$ cat src/rtl/rx_handle_check_if.sv
// Handshake bundle between the PIE decoder / command FSM and rx_handle_check.
// The master side drives the bit stream and handle; the slave side returns the check results.
interface rx_handle_check_if #(
  parameter int CNT_W = 8
);
  logic             new_cmd;
  logic             bit_vld;
  logic             bit_in;
  logic             frm_end;
  logic [15:0]      handle;
  logic [15:0]      rx_hdl;
  logic [CNT_W-1:0] bit_num;
  logic             crc_ok;
  logic             hdl_ok;
  logic             chk_done;

  modport master (
    output new_cmd, bit_vld, bit_in, frm_end, handle,
    input  rx_hdl, bit_num, crc_ok, hdl_ok, chk_done
  );

  modport slave (
    input  new_cmd, bit_vld, bit_in, frm_end, handle,
    output rx_hdl, bit_num, crc_ok, hdl_ok, chk_done
  );
endinterface

$ cat src/rtl/rx_handle_check.sv
// Receive-side Gen2 handle checker: CRC-16/CCITT over the frame, captures the 16 bits
// ahead of the CRC and compares them with the tag's current handle.
module rx_handle_check #(
  parameter int MAX_BITS = 128,
  parameter int CNT_W    = 8
) (
  input  logic               DOUB_BLF,
  input  logic               rst_n,
  rx_handle_check_if.slave   bus
);

  typedef enum logic [1:0] {
    IDLE = 2'd0,
    RECV = 2'd1,
    EVAL = 2'd2,
    DONE = 2'd3
  } state_t;

  localparam logic [CNT_W-1:0] MAX_CNT = CNT_W'(MAX_BITS);
  localparam logic [CNT_W-1:0] MIN_CNT = CNT_W'(32);
  localparam logic [15:0]      RESIDUE = 16'h1D0F;

  state_t           state_r;
  logic [15:0]      crc_r;
  logic [31:0]      sr_r;
  logic [CNT_W-1:0] bit_num_r;
  logic             ovf_r;
  logic [15:0]      rx_hdl_r;
  logic             crc_ok_r;
  logic             hdl_ok_r;
  logic             chk_done_r;

  logic [15:0]      crc_nxt_s;
  logic             len_ok_s;
  logic             crc_pass_s;

  // CRC-16/CCITT serial step (poly 0x1021, MSB first).
  function automatic logic [15:0] crc16_step(input logic [15:0] crc, input logic din);
    logic fb;
    fb = din ^ crc[15];
    return {crc[14:0], 1'b0} ^ (fb ? 16'h1021 : 16'h0000);
  endfunction

  // Next CRC value and evaluation terms.
  always_comb begin
    crc_nxt_s  = crc16_step(crc_r, bus.bit_in);
    len_ok_s   = (bit_num_r >= MIN_CNT) && !ovf_r;
    crc_pass_s = len_ok_s && (crc_r == RESIDUE);
  end

  // Control FSM with frame datapath and registered results.
  always_ff @(posedge DOUB_BLF or negedge rst_n) begin
    if (!rst_n) begin
      state_r    <= IDLE;
      crc_r      <= 16'hFFFF;
      sr_r       <= 32'h0000_0000;
      bit_num_r  <= '0;
      ovf_r      <= 1'b0;
      rx_hdl_r   <= 16'h0000;
      crc_ok_r   <= 1'b0;
      hdl_ok_r   <= 1'b0;
      chk_done_r <= 1'b0;
    end else if (bus.new_cmd) begin
      state_r    <= RECV;
      crc_r      <= 16'hFFFF;
      sr_r       <= 32'h0000_0000;
      bit_num_r  <= '0;
      ovf_r      <= 1'b0;
      rx_hdl_r   <= 16'h0000;
      crc_ok_r   <= 1'b0;
      hdl_ok_r   <= 1'b0;
      chk_done_r <= 1'b0;
    end else begin
      case (state_r)
        IDLE: state_r <= IDLE;
        RECV: begin
          if (bus.bit_vld) begin
            crc_r <= crc_nxt_s;
            sr_r  <= {sr_r[30:0], bus.bit_in};
            if (bit_num_r == MAX_CNT) begin
              ovf_r <= 1'b1;
            end else begin
              bit_num_r <= bit_num_r + CNT_W'(1);
            end
          end
          if (bus.frm_end) begin
            state_r <= EVAL;
          end
        end
        EVAL: begin
          rx_hdl_r   <= sr_r[31:16];
          crc_ok_r   <= crc_pass_s;
          hdl_ok_r   <= crc_pass_s && (sr_r[31:16] == bus.handle);
          chk_done_r <= 1'b1;
          state_r    <= DONE;
        end
        DONE:    state_r <= DONE;
        default: state_r <= IDLE;
      endcase
    end
  end

  assign bus.rx_hdl   = rx_hdl_r;
  assign bus.bit_num  = bit_num_r;
  assign bus.crc_ok   = crc_ok_r;
  assign bus.hdl_ok   = hdl_ok_r;
  assign bus.chk_done = chk_done_r;

endmodule

$ cat src/flat_wrapper.sv
// flat-port wrapper written by rule: the top's interface ports become plain ports
module rx_handle_check_flat 
#(
  parameter int MAX_BITS = 128,
  parameter int CNT_W    = 8
)
  (DOUB_BLF, rst_n, bus_new_cmd, bus_bit_vld, bus_bit_in, bus_frm_end, bus_handle, bus_rx_hdl, bus_bit_num, bus_crc_ok, bus_hdl_ok, bus_chk_done);
  rx_handle_check_if #(.CNT_W(CNT_W)) bus_i ();
  input  logic DOUB_BLF;
  input  logic rst_n;
  input wire logic [$bits(bus_i.new_cmd)-1:0] bus_new_cmd;
  input wire logic [$bits(bus_i.bit_vld)-1:0] bus_bit_vld;
  input wire logic [$bits(bus_i.bit_in)-1:0] bus_bit_in;
  input wire logic [$bits(bus_i.frm_end)-1:0] bus_frm_end;
  input wire logic [$bits(bus_i.handle)-1:0] bus_handle;
  output wire logic [$bits(bus_i.rx_hdl)-1:0] bus_rx_hdl;
  output wire logic [$bits(bus_i.bit_num)-1:0] bus_bit_num;
  output wire logic [$bits(bus_i.crc_ok)-1:0] bus_crc_ok;
  output wire logic [$bits(bus_i.hdl_ok)-1:0] bus_hdl_ok;
  output wire logic [$bits(bus_i.chk_done)-1:0] bus_chk_done;
  assign bus_i.new_cmd = bus_new_cmd;
  assign bus_i.bit_vld = bus_bit_vld;
  assign bus_i.bit_in = bus_bit_in;
  assign bus_i.frm_end = bus_frm_end;
  assign bus_i.handle = bus_handle;
  assign bus_rx_hdl = bus_i.rx_hdl;
  assign bus_bit_num = bus_i.bit_num;
  assign bus_crc_ok = bus_i.crc_ok;
  assign bus_hdl_ok = bus_i.hdl_ok;
  assign bus_chk_done = bus_i.chk_done;
  rx_handle_check #(.MAX_BITS(MAX_BITS), .CNT_W(CNT_W)) u_core (.DOUB_BLF(DOUB_BLF), .rst_n(rst_n), .bus(bus_i));
endmodule
$ cat config.mk
export PLATFORM = sky130hd
export DESIGN_NAME = rx_handle_check_flat
export DESIGN_NICKNAME = d
export VERILOG_FILES = /design/src/rtl/rx_handle_check_if.sv /design/src/rtl/rx_handle_check.sv /design/src/flat_wrapper.sv
export SDC_FILE = /design/constraint.sdc
export NUM_CORES = 1
export LEC_CHECK = 0
export CAP_MARGIN = 20
export CORE_UTILIZATION = 27
export CTS_CLUSTER_DIAMETER = 120
export DETAILED_ROUTE_END_ITERATION = 16
export PLACE_DENSITY_LB_ADDON = 0.12
export SYNTH_ARGS = -nofsm -noshare
export SYNTH_HDL_FRONTEND = slang
export SYNTH_SLANG_ARGS = --single-unit
export TNS_END_PERCENT = 100
$ cat constraint.sdc
create_clock -name DOUB_BLF -period 1.95 [get_ports DOUB_BLF]
set_input_delay 0.39 -clock DOUB_BLF [delete_from_list [all_inputs] [get_ports DOUB_BLF]]
set_output_delay 0.39 -clock DOUB_BLF [all_outputs]
set_load 0.05 [all_outputs]
=== After elaboration in Yosys (flattened, before gate mapping) ===
Cells that the tools add are included.

* Flip-flop bits (word level): 78
* Output and inout bits: 27

* Add/subtract/negate cells: 1
* Order comparisons: 1
* Eq/ne operators: 8
* Mux-type cells: 26
* Bitwise logic cells: 2
* Reductions and logical operators: 13

{| class="wikitable"
|+ Operators with widths
! kind !! number
|-
| $mux 32 || 3
|-
| $mux 16 || 5
|-
| $mux 8 || 4
|-
| $eq 16x13->1 const B || 1
|-
| $eq 16x16->1 || 1
|-
| $xor 16x16->16 || 1
|-
| $mux 13 || 1
|-
| $mux 1 || 10
|-
| $add 8x1->8 const B || 1
|-
| $eq 8x8->1 const B || 1
|-
| $ge 8x6->1 const B || 1
|-
| $reduce_bool 2->1 || 4
|-
| $pmux 2 s3 || 1
|-
| $reduce_and 3->1 || 2
|-
| $eq 2x2->1 const B || 2
|-
| $mux 2 || 2
|-
| $logic_and 1x1->1 || 3
|-
| $ne 3x3->1 const B || 1
|-
| $eq 2x1->1 const B || 1
|-
| $logic_not 2->1 || 1
|-
| $ne 2x2->1 const B || 1
|-
| $reduce_and 2->1 || 1
|-
| $reduce_or 2->1 || 1
|-
| $logic_not 1->1 || 1
|-
| $xor 1x1->1 || 1
|}

=== Logic depth before layout (Yosys ltp) ===
* Depth after elaboration: 6
* Gate-level depth with buffers: 6

=== Worst setup path before layout ===
Ideal clock, no wire load.

* Kind: reg2reg
* Start: register u_core.bit_num_r[0] (netlist: u_core.bus.bit_num[0])
* End: register u_core.bit_num_r[2] (netlist: u_core.bus.bit_num[2])
* Arrival time: 1.661 ns
* Path slack: 0.211 ns
* Stages on the path, launching flop included: 7
* Buffers on the path: 0
* Cells stage by stage: dfrtp_1 inv_1 ha_1 nor4bb_1 and2_1 or3_1 a21oi_1

* Cells in the longest elaborated chain, start to end: 5

{| class="wikitable"
|+ Ends and longest elaborated chain
! element !! line !! source
|-
| start: declaration || rx_handle_check.sv:26 || <nowiki>logic [CNT_W-1:0] bit_num_r;</nowiki>
|-
| start signal: assignment || rx_handle_check.sv:83 || <nowiki>bit_num_r <= bit_num_r + CNT_W'(1);</nowiki>
|-
| $add 8x1->8 || rx_handle_check.sv:83 ||
|-
| $mux 8 || rx_handle_check.sv:80 || <nowiki>if (bit_num_r == MAX_CNT) begin</nowiki>
|-
| $mux 8 || rx_handle_check.sv:77 || <nowiki>if (bus.bit_vld) begin</nowiki>
|-
| $mux 8 || rx_handle_check.sv:74 || <nowiki>case (state_r)</nowiki>
|-
| $mux 8 || rx_handle_check.sv:63 || <nowiki>end else if (bus.new_cmd) begin</nowiki>
|}

Parallel ways exist; a longest one is shown, timed or not. The select of a mux whose other input is x is not followed.
A chain may end at the register's enable or synchronous reset.

=== Final worst setup path ===
* Start: register u_core.rx_hdl_r[15] (netlist: u_core.bus.rx_hdl[15])
* End: output bus_rx_hdl[15]

{| class="wikitable"
|+ RTL lines
! element !! line !! source
|-
| start: declaration || rx_handle_check.sv:28 || <nowiki>logic [15:0] rx_hdl_r;</nowiki>
|-
| start signal: assignment || rx_handle_check.sv:91 || <nowiki>rx_hdl_r <= sr_r[31:16];</nowiki>
|-
| end: declaration || flat_wrapper.sv:16 || <nowiki>output wire logic [$bits(bus_i.rx_hdl)-1:0] bus_rx_hdl;</nowiki>
|}

No word-level cell between the ends.

==> summary.md <==
The critical path goes through clkdlybuf4s50_1. The share of the clock period used by the worst path works out to 0.966. The count of buffers added on input and output ports is 48. For the pin with the worst max-slew slack, the measured transition is 0.511 ns. The routed layout has 2,682 vias.

Type of the setup path with the least slack: flip-flop to output port. In this run, placement finished with an instance count of 581. The synthesized design contains 78 register bits.

Buffers added to address setup during post-CTS repair amount to 0. DRC violation count after routing: 0. After synthesis, the netlist uses 39 different library cells. The initial detailed-routing violation count is 162.

The internal portion of the total power is 2.97 mW. The global routing usage summed across all routing layers came out at 0.138. The first global-routing pass estimated 14.1 mm of wire.

Fraction of final layout cells with drive strength greater than 1: 0.141. Counting I/O delays and the setup requirement, the final critical path takes 1.88 ns. The tools report the clock tree root buffer cell as clkbuf_16. In this run the deepest clock path goes through 2 buffers. Row generation in the floorplan step produced 41 rows.

The initial cell density of the core is 0.279. The share of synthesized area occupied by flip-flops and latches came out at 0.557. The most used flip-flop cell after synthesis is dfrtp_1. Number of slew-limit violations in the final report: 0.

Setup violations remaining at the end of the flow were counted as 0. Grouping stages by cell kind, the critical path spends the most delay in buffers and inverters. The tool flagged a number of max-cap violations equal to 0.

TritonCTS built the clock tree. The number of hold violations in the final report is 0, and the total CTS buffers is 9. In this design, the stage delay of the slowest critical-path cell is 0.81 ns. The logs give 0 for the count of antenna-violating nets left after detailed routing and 1.56 ns for the data required time of the worst path. The HPWL after detailed placement is 5.55 mm. CTS saw 78 sinks. The cell with the biggest individual delay on the critical path is clkdlybuf4s50_1.

The per-instance average area after synthesis works out to 9.53 um^2. Number of global-route vias before repair: 2,671. Startpoint of the worst setup timing path: u_core.bus.rx_hdl[15]$_DFFE_PN0P_.

The initial antenna violation count was 0. The kind of end point of the critical path is an output port. The part of the total power dissipated in sequential elements is 0.440, and the highest net fanout along the worst path is 2. In the final routed layout, each cell accounts on average for 14.0 um. The worst setup path is launched from a flip-flop. Timing would allow up to 531 MHz. The tools report the worst setup skew after layout as 0.00554 ns. The fraction of synthesis flops using an asynchronous set or reset pin was 1.00; the switching share of power was 0.237. The first detailed-routing pass ran for 4 iterations. The worst relative slew slack was 0.656; the antenna diode count was 0. The synthesis-to-finish area growth came out at 28.5%. The mapped netlist covers 0.00354 mm^2.

Synthesis produced a netlist whose cell count is 371. The run gives 0 ns as the total negative slack. The run finished with clean final reports.

The I/O pin count was 49. At the end of routability-driven placement, the weighted congestion stood at 0.754. After global routing the overflow that remains totals 0. Die area: 0.0136 mm^2. Setup repair after global routing left no endpoint under its margin. The area fraction of the dominant cell type after synthesis came out at 0.439. The Yosys step of the flow raised 0 warnings. After detailed routing, the total wire length is 8.36 mm. The run gives 0.469 as the part of the total power dissipated in the clock network. For this run, the post-layout net count is 445. The count of buffer and inverter cells on the critical path is 1. The startpoint of the most critical hold path is u_core.bus.rx_hdl[7]$_DFFE_PN0P_.

After floorplanning, the core was sized to cover 0.0127 mm^2. In this run, synthesis inferred 0 flip-flops with an integrated enable. After detailed routing, the number of vias per cell comes to 4.48.

The net switching component of the power is 0.922 mW. After clock tree synthesis, the clock-pin slew on the worst setup and hold paths is 0.06 ns. Ranked by total cell area, the synthesized netlist is headed by dfrtp_1 (44%), nand2_1 (13%), dfstp_2 (12%). The floorplan step set the die height to 116 um.

The analysis attributes to cell leakage a power of 1.95 nW. The floorplan step set the die width to 116 um. The filler-free cell count of the finished design is 598, and the later-pin clock latency in the skew report is 0.34 ns. The power share of the combinational group came out at 0.091. dfrtp_1 takes more of the synthesized area than any other cell. Arrival time of data at the critical path endpoint: 1.49 ns. The worst hold path class was flip-flop to flip-flop. The run gives 3 as the total number of H-tree levels.

In this run the critical register-to-register path is launched from u_core.crc_r[12]$_DFFE_PN1P_. Across the VDD grid, the largest voltage drop is 0.426 mV. Power spread over the standard cell area amounts to 857 mW/mm^2. Entering global routing, the biggest net connects 52 pins.

The net count after synthesis was 395.
## sequential cells by signal, indices dropped and copies added (netlist names)
| register | flops |
|---|---|
| u_core.sr_r | 32 |
| u_core.bus.hdl_ok | 1 |
| u_core.bus.rx_hdl | 16 |
| u_core.state_r | 2 |
| u_core.bus.bit_num | 8 |
| u_core.crc_r | 16 |
| u_core.bus.chk_done | 1 |
| u_core.bus.crc_ok | 1 |
| u_core.ovf_r | 1 |
## worst register-to-register path, cell delays in order (launching register included)
cell     delay [ns]
dfstp_2        0.54
nor4b_1        0.31
o31ai_1        0.21
nor4_2         0.42
a22o_1         0.18
## layout by cell type (no fill, tap or decap), types with 2 or more instances in the layout
master	netlist	layout
nand3b_1	30	30
nand2_1	125	125
o21ai_0	2	2
xnor2_1	19	19
clkdlybuf4s50_1	0	37
inv_1	3	3
clkinv_2	0	2
ha_1	2	2
nor4bb_1	2	2
bufinv_16	0	2
a211o_1	2	2
nand4b_1	2	2
a21oi_1	37	37
nand4_1	5	5
clkbuf_16	0	9
and2_1	2	2
buf_12	0	2
clkinvlp_4	0	2
o211ai_1	2	2
nor2_1	14	14
buf_4	1	21
dfrtp_1	62	62
xor2_1	6	6
dfstp_2	16	16
## metrics by stage
stage,utilization,power [mW],cell area (um^2),hold WS (ns),worst slack (ns)
2_1_floorplan,-,1.94,3540,0.0944,0.211
3_3_place_gp,0.332,2.10,4210,0.346,-0.0598
3_5_place_dp,0.332,2.11,4210,0.345,-0.0815
4_1_cts,0.359,3.96,4550,0.470,0.0395
5_1_grt,0.359,4.08,4550,0.490,0.000307
6_report,0.359,3.90,4550,0.462,0.0654
## synth_stat cells, types with 2 or more instances
master	instances
a211o_1	2
a21oi_1	37
and2_1	2
buf_2	6
clkbuf_1	14
dfrtp_1	62
dfstp_2	16
ha_1	2
inv_1	3
nand2_1	125
nand3b_1	30
nand4_1	5
nand4b_1	2
nor2_1	14
nor4bb_1	2
o211ai_1	2
o21ai_0	2
xnor2_1	19
xor2_1	6
## worst paths after layout
kind | to | cells after the start | slack (ns)
worst max-delay path | bus_rx_hdl[15] | 1 | 0.07
worst min-delay path | u_core.bus.rx_hdl[7]$_DFFE_PN0P_ | 2 | 0.46
worst max register to register | u_core.bus.hdl_ok$_DFFE_PN0P_ | 4 | 0.24
worst min register to register | u_core.bus.rx_hdl[7]$_DFFE_PN0P_ | 2 | 0.46
max in group asynchronous | u_core.bus.chk_done$_DFFE_PN0P_ | 3 | 0.87
min in group asynchronous | u_core.bus.crc_ok$_DFFE_PN0P_ | 2 | 0.52
## layer usage
metal / up-vias / global-route usage / share of wire
met5: - / 0 / 0
met3: 10 / 0.0358 / 0.047
met2: 54 / 0.208 / 0.45
met4: 0 / 0.0538 / 0.015
li1: 1327 / - / -
met1: 1291 / 0.188 / 0.49
## repair_timing
action / in CTS / in global routing
hold buffers: 1 / 0
resized for setup: 0 / 0
endpoints found under the hold margin: 10 / 0
## cells by family after synthesis
family                   Yosys count  share of synthesized area
AO/OA/AOI/OAI                     47                     0.0739
XOR/XNOR                          25                     0.0619
adder cells (fa/ha/maj)            2                    0.00707
buffers and inverters             26                     0.0357
flip-flops                        78                      0.557
multiplexers                       1                    0.00283
AND/OR/NAND/NOR                  192                      0.261
## power by group through the flow
| stage | sequential (mW) | combinational, mW | clock [mW] |
|---|---|---|---|
| detailed placement | 1.75 | 0.362 | 0 |
| global placement | 1.74 | 0.360 | 0 |
| CTS | 1.72 | 0.365 | 1.88 |
| finish | 1.72 | 0.354 | 1.83 |
| global route | 1.72 | 0.400 | 1.96 |
| floorplan | 1.75 | 0.192 | 0 |
## final cells by class
type,instances,area [um^2]
Timing Repair Buffer,62,583
Clock buffer,10,239
Fill cell,1303,8130
Multi-Input combinational cell,267,1440
Clock inverter,6,85.1
Sequential cell,78,1970
Tap cell,172,215
Inverter,3,11.3
No activity file was read; power rests on OpenSTA's default activity.
